--- src/rtl/spi_main_if.sv ---
// spi_main_if: bundles the host-side handshake and the SPI pin signals of spi_main.
//   start, data_word_to_send : transfer request and the word to send
//   busy, word_done          : transfer status and 1-cycle completion pulse
//   data_word_received       : last complete received word
//   sck, cs_n, out_bit       : SPI clock, chip select, MOSI
//   in_bit                   : MISO
// The master modport is for the side that requests transfers and drives MISO
// (a host plus the pin environment, e.g. a testbench). The slave modport is
// for spi_main itself.
interface spi_main_if #(
  parameter int WORD_BITS = 8
);
  logic                 start;
  logic [WORD_BITS-1:0] data_word_to_send;
  logic                 busy;
  logic                 word_done;
  logic [WORD_BITS-1:0] data_word_received;
  logic                 sck;
  logic                 cs_n;
  logic                 out_bit;
  logic                 in_bit;

  modport master (
    output start, data_word_to_send, in_bit,
    input  busy, word_done, data_word_received, sck, cs_n, out_bit
  );

  modport slave (
    input  start, data_word_to_send, in_bit,
    output busy, word_done, data_word_received, sck, cs_n, out_bit
  );
endinterface

--- src/rtl/spi_main.sv ---
// spi_main: SPI controller, mode 0, MSB first, full duplex, one WORD_BITS word
// per accepted start request.
//   clk   : system clock, all logic on posedge
//   rst_n : asynchronous active-low reset, aborts any transfer
//   bus   : spi_main_if.slave (start/data in, busy/word_done/received out,
//           sck/cs_n/out_bit pins out, in_bit pin in)
// Every output comes straight from a register. A transfer is SETUP, then
// WORD_BITS x (HIGH, LOW) with the last LOW replaced by HOLD, each phase
// CLK_DIV cycles long; completion is folded into the transition back to IDLE.
module spi_main #(
  parameter int WORD_BITS = 8,
  parameter int CLK_DIV   = 4
) (
  input  logic     clk,
  input  logic     rst_n,
  spi_main_if.slave bus
);
  localparam int HW = $clog2(CLK_DIV);
  localparam int BW = $clog2(WORD_BITS);
  localparam logic [HW-1:0] HALF_LAST = HW'(CLK_DIV - 1);
  localparam logic [BW-1:0] BIT_LAST  = BW'(WORD_BITS - 1);

  typedef enum logic [2:0] {IDLE, SETUP, HIGH, LOW, HOLD} state_t;

  state_t               state_reg, state_next;
  logic [HW-1:0]        half_cnt_reg, half_cnt_next;
  logic [BW-1:0]        bit_cnt_reg, bit_cnt_next;
  logic [WORD_BITS-1:0] tx_reg, tx_next;
  logic [WORD_BITS-1:0] rx_reg, rx_next;
  logic [WORD_BITS-1:0] rx_word_reg, rx_word_next;
  logic                 sck_reg, sck_next;
  logic                 cs_n_reg, cs_n_next;
  logic                 out_bit_reg, out_bit_next;
  logic                 busy_reg, busy_next;
  logic                 word_done_reg, word_done_next;

  logic half_last;
  assign half_last = (half_cnt_reg == HALF_LAST);

  always_ff @(posedge clk or negedge rst_n) begin
    if (!rst_n) begin
      state_reg     <= IDLE;
      half_cnt_reg  <= '0;
      bit_cnt_reg   <= '0;
      tx_reg        <= '0;
      rx_reg        <= '0;
      rx_word_reg   <= '0;
      sck_reg       <= 1'b0;
      cs_n_reg      <= 1'b1;
      out_bit_reg   <= 1'b0;
      busy_reg      <= 1'b0;
      word_done_reg <= 1'b0;
    end else begin
      state_reg     <= state_next;
      half_cnt_reg  <= half_cnt_next;
      bit_cnt_reg   <= bit_cnt_next;
      tx_reg        <= tx_next;
      rx_reg        <= rx_next;
      rx_word_reg   <= rx_word_next;
      sck_reg       <= sck_next;
      cs_n_reg      <= cs_n_next;
      out_bit_reg   <= out_bit_next;
      busy_reg      <= busy_next;
      word_done_reg <= word_done_next;
    end
  end

  // Next-state logic computes the registered output values for the cycle after
  // the edge, so each output changes exactly on the state transition.
  always_comb begin
    state_next     = state_reg;
    half_cnt_next  = half_cnt_reg;
    bit_cnt_next   = bit_cnt_reg;
    tx_next        = tx_reg;
    rx_next        = rx_reg;
    rx_word_next   = rx_word_reg;
    sck_next       = sck_reg;
    cs_n_next      = cs_n_reg;
    out_bit_next   = out_bit_reg;
    busy_next      = busy_reg;
    word_done_next = 1'b0;

    unique case (state_reg)
      IDLE: begin
        if (bus.start) begin
          state_next    = SETUP;
          tx_next       = bus.data_word_to_send;
          rx_next       = '0;
          half_cnt_next = '0;
          bit_cnt_next  = '0;
          cs_n_next     = 1'b0;
          busy_next     = 1'b1;
          out_bit_next  = bus.data_word_to_send[WORD_BITS-1];
        end
      end
      SETUP: begin
        if (half_last) begin
          state_next    = HIGH;
          half_cnt_next = '0;
          sck_next      = 1'b1;
        end else begin
          half_cnt_next = half_cnt_reg + 1'b1;
        end
      end
      HIGH: begin
        if (half_last) begin
          // Last cycle before the falling edge: sample MISO, then present the
          // next MOSI bit together with the falling edge.
          rx_next       = {rx_reg[WORD_BITS-2:0], bus.in_bit};
          half_cnt_next = '0;
          sck_next      = 1'b0;
          if (bit_cnt_reg == BIT_LAST) begin
            state_next = HOLD;
          end else begin
            state_next   = LOW;
            tx_next      = {tx_reg[WORD_BITS-2:0], 1'b0};
            out_bit_next = tx_reg[WORD_BITS-2];
          end
        end else begin
          half_cnt_next = half_cnt_reg + 1'b1;
        end
      end
      LOW: begin
        if (half_last) begin
          state_next    = HIGH;
          half_cnt_next = '0;
          bit_cnt_next  = bit_cnt_reg + 1'b1;
          sck_next      = 1'b1;
        end else begin
          half_cnt_next = half_cnt_reg + 1'b1;
        end
      end
      HOLD: begin
        if (half_last) begin
          // Completion cycle merged into IDLE entry: busy drops the same cycle
          // word_done pulses, so a start held high is accepted right away.
          state_next     = IDLE;
          half_cnt_next  = '0;
          bit_cnt_next   = '0;
          cs_n_next      = 1'b1;
          busy_next      = 1'b0;
          out_bit_next   = 1'b0;
          word_done_next = 1'b1;
          rx_word_next   = rx_reg;
        end else begin
          half_cnt_next = half_cnt_reg + 1'b1;
        end
      end
      default: state_next = IDLE;
    endcase
  end

  assign bus.sck                = sck_reg;
  assign bus.cs_n               = cs_n_reg;
  assign bus.out_bit            = out_bit_reg;
  assign bus.busy               = busy_reg;
  assign bus.word_done          = word_done_reg;
  assign bus.data_word_received = rx_word_reg;
endmodule

--- src/flat_wrapper.sv ---
// flat-port wrapper written by rule: the top's interface ports become plain ports
module spi_main_flat 
#(
  parameter int WORD_BITS = 8,
  parameter int CLK_DIV   = 4
)
  (clk, rst_n, bus_start, bus_data_word_to_send, bus_in_bit, bus_busy, bus_word_done, bus_data_word_received, bus_sck, bus_cs_n, bus_out_bit);
  spi_main_if #(.WORD_BITS(WORD_BITS)) bus_i ();
  input  logic clk;
  input  logic rst_n;
  input wire logic [$bits(bus_i.start)-1:0] bus_start;
  input wire logic [$bits(bus_i.data_word_to_send)-1:0] bus_data_word_to_send;
  input wire logic [$bits(bus_i.in_bit)-1:0] bus_in_bit;
  output wire logic [$bits(bus_i.busy)-1:0] bus_busy;
  output wire logic [$bits(bus_i.word_done)-1:0] bus_word_done;
  output wire logic [$bits(bus_i.data_word_received)-1:0] bus_data_word_received;
  output wire logic [$bits(bus_i.sck)-1:0] bus_sck;
  output wire logic [$bits(bus_i.cs_n)-1:0] bus_cs_n;
  output wire logic [$bits(bus_i.out_bit)-1:0] bus_out_bit;
  assign bus_i.start = bus_start;
  assign bus_i.data_word_to_send = bus_data_word_to_send;
  assign bus_i.in_bit = bus_in_bit;
  assign bus_busy = bus_i.busy;
  assign bus_word_done = bus_i.word_done;
  assign bus_data_word_received = bus_i.data_word_received;
  assign bus_sck = bus_i.sck;
  assign bus_cs_n = bus_i.cs_n;
  assign bus_out_bit = bus_i.out_bit;
  spi_main #(.WORD_BITS(WORD_BITS), .CLK_DIV(CLK_DIV)) u_core (.clk(clk), .rst_n(rst_n), .bus(bus_i));
endmodule
--- config.mk ---
export PLATFORM = sky130hd
export DESIGN_NAME = spi_main_flat
export DESIGN_NICKNAME = d
export VERILOG_FILES = /design/src/rtl/spi_main_if.sv /design/src/rtl/spi_main.sv /design/src/flat_wrapper.sv
export SDC_FILE = /design/constraint.sdc
export NUM_CORES = 1
export LEC_CHECK = 0
export ABC_AREA = 1
export CAP_MARGIN = 20
export CORE_ASPECT_RATIO = 1.2
export CORE_MARGIN = 2
export CORE_UTILIZATION = 57
export DETAILED_ROUTE_END_ITERATION = 16
export PLACE_DENSITY = 0.93
export SETUP_SLACK_MARGIN = 0.3
export SLEW_MARGIN = 0
export SYNTH_ARGS = -nofsm -noshare
export SYNTH_HDL_FRONTEND = slang
export SYNTH_SLANG_ARGS = --single-unit
--- constraint.sdc ---
create_clock -name clk -period 3.4 [get_ports clk]
set_clock_uncertainty 0.15 [all_clocks]
set_input_delay 0.68 -clock clk [delete_from_list [all_inputs] [get_ports clk]]
set_output_delay 0.68 -clock clk [all_outputs]
set_load 0.01 [all_outputs]
Yosys cells after proc, flatten, opt, wreduce, memory -nomap -nowiden
Index checks and enable logic that the tools add are counted.
Cells by class
  equality and inequality tests: 12
  mux-type cells: 32
  reductions and logical operators: 18
  add/subtract/negate cells: 2
Operators by type and width (count)
  $mux W3: 7
  $mux W7: 3
  $mux W8: 2
  $pmux W8 S2: 1
  $pmux W7 S2: 1
  $pmux W3 S4: 1
  $reduce_and A4 Y1: 3
  $mux W1: 9
  $pmux W3 S3: 1
  $reduce_and A3 Y1: 3
  $ne A2 B1 Y1 const B: 4
  $reduce_bool A2 Y1: 4
  $eq A3 B2 Y1 const B: 2
  $eq A3 B3 Y1 const B: 2
  $pmux W1 S2: 3
  $reduce_bool A3 Y1: 2
  $reduce_and A5 Y1: 1
  $mux W2: 2
  $ne A2 B2 Y1 const B: 2
  $pmux W2 S2: 1
  $reduce_and A2 Y1: 2
  $reduce_or A4 Y1: 1
  $add A3 B1 Y3 const B: 1
  $eq A3 B1 Y1 const B: 1
  other kinds (5): 5
Word-level totals
  output and inout port bits: 13
  word-level logic and storage cells: 75
  input bits: 12
  register bits: 36

Logic depth before layout (Yosys ltp)
Gate-level depths: netlist of run 1.
  word-level depth: 4
  mapped depth: 9
  gate-level depth less buffers: 9

Worst setup path after synthesis of run 1
OpenSTA, ideal clock, no wires.
  path kind: reg-to-reg
  start point: register u_core.bit_cnt_reg[0]
  end point: register u_core.out_bit_reg, in the netlist u_core.bus.out_bit
  period minus slack after synthesis: 1.457 ns
  buffers on the path: 0
  arrival time: 1.184 ns
  stages on the path, launching flop included: 9
  required time: 3.127 ns
  setup time: 0.123 ns
  slack: 1.943 ns
  cells stage by stage: dfrtp_1 -> ha_1 -> ha_1 -> inv_1 -> nand2_1 -> nand3_1 -> nand2_1 -> o21ai_0 -> nand2_1
Between the ends
  word-level cells in the longest chain between the ends: 3
Ends and longest elaborated chain
  from (decl): line spi_main.sv:27  | logic [BW-1:0] bit_cnt_reg, bit_cnt_next;
  from (signal assigned): line spi_main.sv:56  | bit_cnt_reg <= bit_cnt_next;
  $eq A3 B3 Y1: line spi_main.sv:112  | if (bit_cnt_reg == BIT_LAST) begin
  $ne A2 B2 Y1 (no source line)
  $reduce_and A5 Y1 (no source line)
  to (signal assigned): line spi_main.sv:62  | out_bit_reg <= out_bit_next;
  to (decl): line spi_main.sv:33  | logic out_bit_reg, out_bit_next;
No other way between the ends.
A chain may end at the register's enable or synchronous reset.

Worst setup path in the final report of run 1
  start point: register u_core.cs_n_reg, in the netlist u_core.bus.cs_n
  end point: output bus_cs_n
RTL lines
  from (decl): line spi_main.sv:32  | logic cs_n_reg, cs_n_next;
  from (signal assigned): line spi_main.sv:61  | cs_n_reg <= cs_n_next;
  to (decl): line flat_wrapper.sv:18  | output wire logic [$bits(bus_i.cs_n)-1:0] bus_cs_n;
No word-level cell between the ends.

==> results of run 1 <==
[worst paths after layout]
path / from / end / slack, ns / cells after the start
hold / removal: u_core.bus.cs_n / u_core.bus.cs_n / 0.33 / 2
setup / recovery: u_core.bus.cs_n / bus_cs_n / 1.15 / 1
min in group asynchronous: rst_n / u_core.bus.data_word_received[2] / 0.59 / 2
setup reg to reg: u_core.state_reg[1] / u_core.tx_reg[1] / 1.63 / 6
max in group asynchronous: rst_n / u_core.bus.cs_n / 2.17 / 2
hold reg to reg: u_core.bus.cs_n / u_core.bus.cs_n / 0.33 / 2
[cells by family after synthesis]
| logic type | after synthesis |
|---|---|
| compound gates | 24 |
| fa+ha+maj | 3 |
| buf+inv | 25 |
| flops | 36 |
| simple gates | 115 |
[final cells by class]
type                            instances  area (sq um)  share of cell area, %
Clock buffer                            6          41.3                   1.98
Clock inverter                          2          35.0                   1.68
Inverter                               20          80.1                   3.84
Multi-Input combinational cell        142           733                   35.2
Sequential cell                        36           902                   43.3
Tap cell                               36          45.0                   2.16
Timing Repair Buffer                   25           248                   11.9
[power groups by stage]
stage,Sequential (mW),Clock [mW],Combinational (mW)
final,0.614,0.294,0.528
after detailed placement,0.615,0,0.531
after global routing,0.624,0.325,0.605
after CTS,0.610,0.302,0.536
after floorplan,0.589,0,0.442
after global placement,0.612,0,0.507
[synthesized netlist by cell type]
library cell,number,area share [%]
nand3_1,28,8.0
inv_2,2,0.43
o21ai_2,8,4.0
nand2_2,2,0.71
o21ai_1,8,2.3
inv_4,2,0.71
nand2_1,71,15
buf_4,3,1.3
o31ai_1,1,0.43
dfstp_2,1,1.5
nand3_2,2,1.1
nand2_4,3,1.9
nor2_4,3,1.9
a21oi_1,2,0.57
dfrtp_1,35,50
nand3_4,1,1.0
nor2_1,5,1.1
ha_1,3,2.1
inv_1,16,3.4
buf_6,2,1.3
o21ai_0,5,1.4
[tightest hold or removal path, cell delays in order, from the launching register on]
cell and delay (ns):
dfstp_2 0.39, nand2_1 0.05, nand2_1 0.05
[layer usage]
layer / vias to the layer above / track usage, % / wire [um]
met5: - / 0 / 0
met1: 692 / 25.9 / 1370
met4: 0 / 10.3 / 61
met2: 27 / 35.4 / 1740
li1: 703 / - / -
met3: 7 / 6.22 / 143
[per-stage QoR]
step                      setup slack (ns)  power (mW)  instances
after floorplan                       1.94        1.03        203
after global placement                1.30        1.12        259
after detailed placement              1.27        1.15        259
after CTS                             1.14        1.45        267
after global routing                  1.10        1.55        267
final                                 1.15        1.44        267
==> impl_metrics.tcl, run 1 <==
set metrics [dict create \
    outcome "complete, no violations" \
    min_period_over_period_pct 66.1 \
    synth_top_family_by_area "simple AND/OR/NAND/NOR gates" \
    swShare_pct 40.0 \
    worst_pin_slew_ns 0.482 \
    synth.area.mux_share_pct 0 \
    synthAdderAreaFrac_pct 2.13 \
    worstSetupEndpointType "output pin" \
    grt_setup_unrepaired "false" \
    core_sq_mm 0.00300 \
    fin_area_sq_mm 0.00208 \
    die_width_um 54.7 \
    drt_iter0_drc 30 \
    synth-seq-area-share_pct 51.2 \
    fin_setup_tns_ns 0 \
    ant_nets 0 \
    drc_errors 0 \
    drv_slew 0 \
    layout_commonest_cell "nand2_1" \
    postCtsSetupBuffers 0 \
    post-route-util_pct 69.5 \
    synth_compound_area_share_pct 8.67 \
    wirelength_mm 3.31 \
    layout_common_cells "71 x nand2_1, 35 x dfrtp_1, 28 x nand3_1, 24 x clkdlybuf4s50_1, 16 x inv_1" \
    dr.pass1.iters 4 \
    fp-row-count 22 \
    vias_per_cell 5.35 \
    max_freq_mhz 445 \
    cp_top_family "flip-flops" \
    placed_cell_area_sq_mm 0.00201 \
    crit_fanout 2 \
    routabilityCongestion 0.884 \
    worst_path_max_delay_cell "dfstp_2" \
    clock-sinks 36 \
    dpl.hpwl_mm 2.28 \
    grt_pass1_vias 1310 \
    clk_pin_slew_ns 0.11 \
    internal_power_uw 862 \
    overflow 0 \
    clkLatencyLatePin_ns 0.34 \
    die_y_um 64.9 \
    syn-num-nets 218 \
    crit_type "flip-flop to output pin" \
    p_switching_uw 575 \
    cts_resized 0 \
    drive_gt1_share_pct 13.9 \
    cts_root_buffer "clkbuf_4" \
    powerDensity_mw_per_mm2 689 \
    ys_warn_count 0 \
    synthXorXnorAreaFrac_pct 0 \
    synth-simple-area-share_pct 30.8 \
    drv_cap 0 \
    htreeDepth 2 \
    hold_buffers 0 \
    relSlewSlack_pct 67.9 \
    die-area_sq_mm 0.00355 \
    numPortBuffers 24 \
    ir_drop_uv 546 \
    syn_to_final_growth_pct 18.4 \
    synth_cell_types 21 \
    slowest_delay_ns 0.55 \
    finalNetCount 245 \
    grt_pass1_wl_mm 5.51 \
    postSynthCellCount 203 \
    power_frac_comb_pct 36.8 \
    seqPwrFrac_pct 42.7 \
    grt_max_degree 37 \
    worstPathRequired_ns 2.57 \
    antenna_found_initial 0 \
    ys_seq_elements 36 \
    leakage_nw 1.04 \
    crit_chain "clkdlybuf4s50_1" \
    fin_hold_ws_ns 0.331 \
    fin_crit_ns 2.25 \
    fillCellCount 253 \
    crit_buf_inv 1 \
    hold_viol_final 0 \
    numCtsBuffers 5 \
    io_pins 25 \
    arrival_ns 1.42 \
    num_antenna_cells 0 \
    power_frac_clock_pct 20.5 \
    start_kind "flip-flop" \
    initial_core_util_pct 58.7 \
    cts_tree "built" \
    clock_path_buffers 2 \
    grt.total_usage_pct 21.9 \
    syn_avg_cell_area_sq_um 8.67 \
    wire_per_inst_um 12.4 \
    syn_area_sq_mm 0.00176 \
    setup_violations 0 \
    num_vias 1429 \
    hold_class "flip-flop to flip-flop" \
]
Power figures use the tool's default switching activity.
==> run 2, diff against run 1 <==
Settings changed: CORE_UTILIZATION 57 to 53, PLACE_DENSITY 0.93 to 0.88.
Clock period 3.4 ns to 2.1 ns, I/O delays scaled along.
==> impl_metrics.tcl, run 2 (synthesis gave the netlist of run 1 again) <==
set metrics [dict create \
    instances_no_fill 268 \
    arrival_ns 1.15 \
    crit_type "flip-flop to output pin" \
    power_frac_comb_pct 38.3 \
    clk_pin_slew_ns 0.10 \
    p_switching_uw 913 \
    io_pins 25 \
    total_power_mw 2.26 \
    crit_chain "dlygate4sd2_1" \
    clkLatencyLatePin_ns 0.34 \
    fin_crit_ns 1.72 \
    die-area_sq_mm 0.00380 \
    relSlewSlack_pct 70.0 \
    power_frac_clock_pct 18.1 \
    grt_pass1_vias 1273 \
    dp_cells 260 \
    worstPathRequired_ns 1.53 \
    grt.total_usage_pct 19.7 \
    drc_errors 0 \
    core_sq_mm 0.00311 \
    numCtsBuffers 5 \
    hold_class "primary input to asynchronous set/reset pin" \
    grt_max_degree 37 \
    min_period_over_period_pct 82.0 \
    ff2ff_path_depth 6 \
    ant_nets 0 \
    hold_buffers 0 \
    drt_iter0_drc 58 \
    layout_common_cells "71 x nand2_1, 34 x dfrtp_1, 28 x nand3_1, 16 x inv_1, 12 x dlygate4sd2_1" \
    dpl.hpwl_mm 2.30 \
    ir_drop_uv 1140 \
    powerDensity_mw_per_mm2 1090 \
    grt_setup_unrepaired "false" \
    timing.rr.end "u_core.state_reg[0]" \
    fin_setup_tns_ns 0 \
    r2r_start "u_core.state_reg[0]" \
    num_antenna_cells 0 \
    swShare_pct 40.3 \
    worst_path_max_delay_cell "dfstp_2" \
    cp_top_family "flip-flops" \
    numPortBuffers 24 \
    drv_cap 0 \
    hold_viol_final 0 \
    die_width_um 56.6 \
    num_vias 1371 \
    drive_gt1_share_pct 15.1 \
    max_freq_mhz 581 \
    worstSetupEndpointType "output pin" \
    dr.pass1.iters 4 \
    overflow 0 \
    seqPwrFrac_pct 43.6 \
    wire_per_inst_um 12.0 \
    die_y_um 67.1 \
    worst_pin_slew_ns 0.450 \
    wirelength_mm 3.23 \
    cts_root_buffer "clkbuf_4" \
    internal_power_mw 1.35 \
    setup_violations 0 \
    grt_pass1_wl_mm 5.55 \
    clock_path_buffers 2 \
    antenna_found_initial 0 \
    finalNetCount 247 \
    outcome "complete, no violations" \
    reg2reg_slack_ns 0.42 \
    cts_tree "built" \
    start_kind "flip-flop" \
    crit_buf_inv 1 \
    drv_slew 0 \
    syn_to_final_growth_pct 18.0 \
    fp-row-count 22 \
    slowest_delay_ns 0.55 \
    layout_commonest_cell "nand2_1" \
    htreeDepth 2 \
    routabilityCongestion 0.910 \
    vias_per_cell 5.12 \
    crit_fanout 2 \
    leakage_nw 1.10 \
    initial_core_util_pct 56.6 \
    clock-sinks 36 \
]
run 2: metrics by stage:
stage | hold slack, ns | utilization [%] | instance area [sq um] | setup slack [ns]
finish | 0.325 | 66.8 | 2080 | 0.379
global route | 0.359 | 66.8 | 2080 | 0.300
CTS | 0.334 | 66.4 | 2070 | 0.312
detailed placement | 0.316 | 64.8 | 2020 | 0.268
global placement | 0.306 | 64.8 | 2020 | 0.300
floorplan | -0.0256 | - | 1760 | 0.643
run 2: power groups by stage:
stage / registers (mW) / clock network [mW] / logic (mW)
after global placement: 0.990 / 0 / 0.836
after global routing: 1.01 / 0.455 / 0.997
after CTS: 0.981 / 0.422 / 0.854
after floorplan: 0.953 / 0 / 0.715
final: 0.986 / 0.410 / 0.866
after detailed placement: 0.993 / 0 / 0.864
run 2: final cells by class:
type,count,area (sq um)
Multi-Input combinational cell,142,733
Clock buffer,7,65.1
Tap cell,36,45.0
Inverter,20,80.1
Fill cell,272,1030
Timing Repair Buffer,27,250
Sequential cell,36,903
run 2: per-layer routing:
layer / vias to the layer above / global-route usage [%] / routed length (um)
met4: 0 / 10.7 / 87
met1: 630 / 23.1 / 1400
met2: 30 / 32.8 / 1590
met3: 8 / 5.56 / 150
met5: - / 0 / 0
li1: 703 / - / -
run 2: timing repair:
item | CTS | global route
setup buffers | 0 | 1
gates resized for setup | 12 | 2
pin swaps | 0 | 1
endpoints found under the setup margin | 12 | 12
run 2: worst max path at each step:
stage	start	endpoint	slack (ns)	cells past startpoint
after global routing	u_core.state_reg[0]	u_core.state_reg[0]	0.30	6
final	u_core.bus.cs_n	bus_cs_n	0.38	1
after global placement	bus_start	u_core.tx_reg[1]	0.30	6
after detailed placement	bus_start	u_core.rx_reg[6]	0.27	6
after CTS	u_core.bus.word_done	bus_word_done	0.31	1
after floorplan	u_core.bit_cnt_reg[0]	u_core.bus.out_bit	0.64	8
==> run 3, diff against run 2 <==
Settings changed: CORE_UTILIZATION 53 to 48, PLACE_DENSITY 0.88 to 0.84.
Clock period 2.1 ns to 1.4 ns, I/O delays scaled along.
==> impl_metrics.tcl, run 3 (synthesis gave the netlist of run 1 again) <==
set metrics [dict create \
    worst_slack_ns -0.108 \
    htreeDepth 2 \
    wire_per_inst_um 14.8 \
    routabilityCongestion 0.893 \
    cp_top_family "simple AND/OR/NAND/NOR gates" \
    worst_path_max_delay_cell "dfrtp_2" \
    initial_core_util_pct 49.3 \
    failed_checks "negative setup slack" \
    num_vias 1607 \
    die-area_sq_mm 0.00417 \
    layout_commonest_cell "nand2_1" \
    io_pins 25 \
    grt_max_degree 22 \
    overflow 0 \
    clkLatencyLatePin_ns 0.30 \
    crit_buf_inv 2 \
    drv_cap 0 \
    antenna_found_initial 0 \
    setup_violations 34 \
    grt_pass1_wl_mm 6.79 \
    grt_pass1_vias 1550 \
    hold_viol_final 0 \
    clock_path_buffers 2 \
    ir_drop_uv 1120 \
    arrival_ns 1.58 \
    core_sq_mm 0.00357 \
    die_width_um 59.3 \
    drt_iter0_drc 57 \
    ant_nets 0 \
    fp-row-count 24 \
    syn_to_final_growth_pct 45.6 \
    worst_pin_slew_ns 0.260 \
    regArea_sq_um 906 \
    finalNetCount 279 \
    min_period_over_period_pct 108 \
    drive_gt1_share_pct 45.3 \
    numPortBuffers 24 \
    crit_chain "nor2_4 > buf_4 > nand3_4 > nand2_8 > buf_8 > nand3_2 > o21ai_1" \
    dpl.hpwl_mm 2.63 \
    cts_root_buffer "clkbuf_8" \
    relSlewSlack_pct 82.7 \
    clock-sinks 36 \
    crit_type "flip-flop to flip-flop" \
    powerDensity_mw_per_mm2 1800 \
    numCtsBuffers 5 \
    dr.pass1.iters 4 \
    total_power_mw 4.61 \
    clk_pin_slew_ns 0.07 \
    num_antenna_cells 0 \
    vias_per_cell 5.29 \
    multi_input_area_sq_um 940 \
    layout_common_cells "56 x nand2_1, 32 x dfrtp_1, 25 x buf_4, 15 x nand2_2" \
    wirelength_mm 4.49 \
    die_y_um 70.3 \
    leakage_nw 1.28 \
    cts_tree "built" \
    grt.total_usage_pct 22.2 \
    max_freq_mhz 663 \
    drc_errors 0 \
    fillCellCount 246 \
    worstSetupEndpointType "flip-flop" \
    crit_fanout 8 \
    drv_slew 0 \
    hold_class "primary input to asynchronous set/reset pin" \
    fin_crit_ns 1.51 \
    grt_setup_unrepaired "true" \
    fin_hold_ws_ns 0.176 \
    worstPathRequired_ns 1.47 \
    outcome "finished, violations left" \
    slowest_delay_ns 0.45 \
    start_kind "flip-flop" \
]
run 3: cell types whose count changed in the layout (fill, tap and decap cells not counted), moves of 3 or more:
cell and delta:
nand3_2 +12, buf_4 +22, clkbuf_8 +4, buf_2 +12
o21ai_2 +4, nand2_2 +13, nand2_1 -15, ha_1 -3
nand3_1 -14, clkbuf_4 -5, dlygate4sd2_1 -12, buf_6 +9
o21ai_0 -4
run 3: what timing repair did:
action,CTS,global route
buffers inserted,7,8
pin swaps,7,0
cloned,0,0
setup endpoints to repair,49,49
hold buffers,0,0
gates resized for setup,80,20
run 3: final cells by class:
type	count	share of cell area (%)
multi-input cells	142	36.7
flip-flops and latches	36	35.3
repair buffers	59	19.3
clock buffers	8	3.51
inverters	20	3.32
well taps	39	1.90
run 3: final timing paths:
path / startpoint / end / slack (ns) / cells after the start
worst max register to register: u_core.state_reg[1] / u_core.rx_reg[3] / -0.11 / 7
worst min register to register: u_core.tx_reg[2] / u_core.tx_reg[2] / 0.33 / 2
min in group clk: u_core.tx_reg[2] / u_core.tx_reg[2] / 0.33 / 2
worst min-delay path: rst_n / u_core.bus.out_bit / 0.18 / 2
max in group asynchronous: rst_n / u_core.bus.cs_n / 0.68 / 2
worst max-delay path: u_core.state_reg[1] / u_core.rx_reg[3] / -0.11 / 7
run 3: through the flow:
stage / area [sq um] / util [%] / std cells / setup TNS, ns / setup WS [ns]
final: 2560 / 71.7 / 304 / -2.12 / -0.108
after global routing: 2560 / 71.7 / 304 / -3.37 / -0.145
after global placement: 2240 / 62.7 / 281 / -3.06 / -0.167
after CTS: 2450 / 68.6 / 296 / -0.167 / -0.0249
after detailed placement: 2240 / 62.7 / 281 / -3.52 / -0.192
after floorplan: 1850 / - / 203 / 0 / 0.00243
run 3: routing by layer:
metal / up-vias / global-route usage (%) / share of wire [%]
met5: - / 0 / 0
met1: 793 / 24.4 / 40
li1: 771 / - / -
met2: 33 / 37.4 / 54
met3: 10 / 6.48 / 3.5
met4: 0 / 11.6 / 2.7
run 3: power by group:
group | switching, mW | internal, mW | leakage (nW)
combinational | 1.31 | 1.07 | 0.767
sequential | 0.184 | 1.27 | 0.467
clock | 0.364 | 0.401 | 0.0455
run 3: worst register-to-register path, delay by kind of cell, from the launching register on:
kind | cells | cell delay [ns]
AOI/OAI and AO/OA | 1 | 0.07
and+or+nand+nor | 4 | 0.48
DFF | 1 | 0.45
buffers and inverters | 2 | 0.28
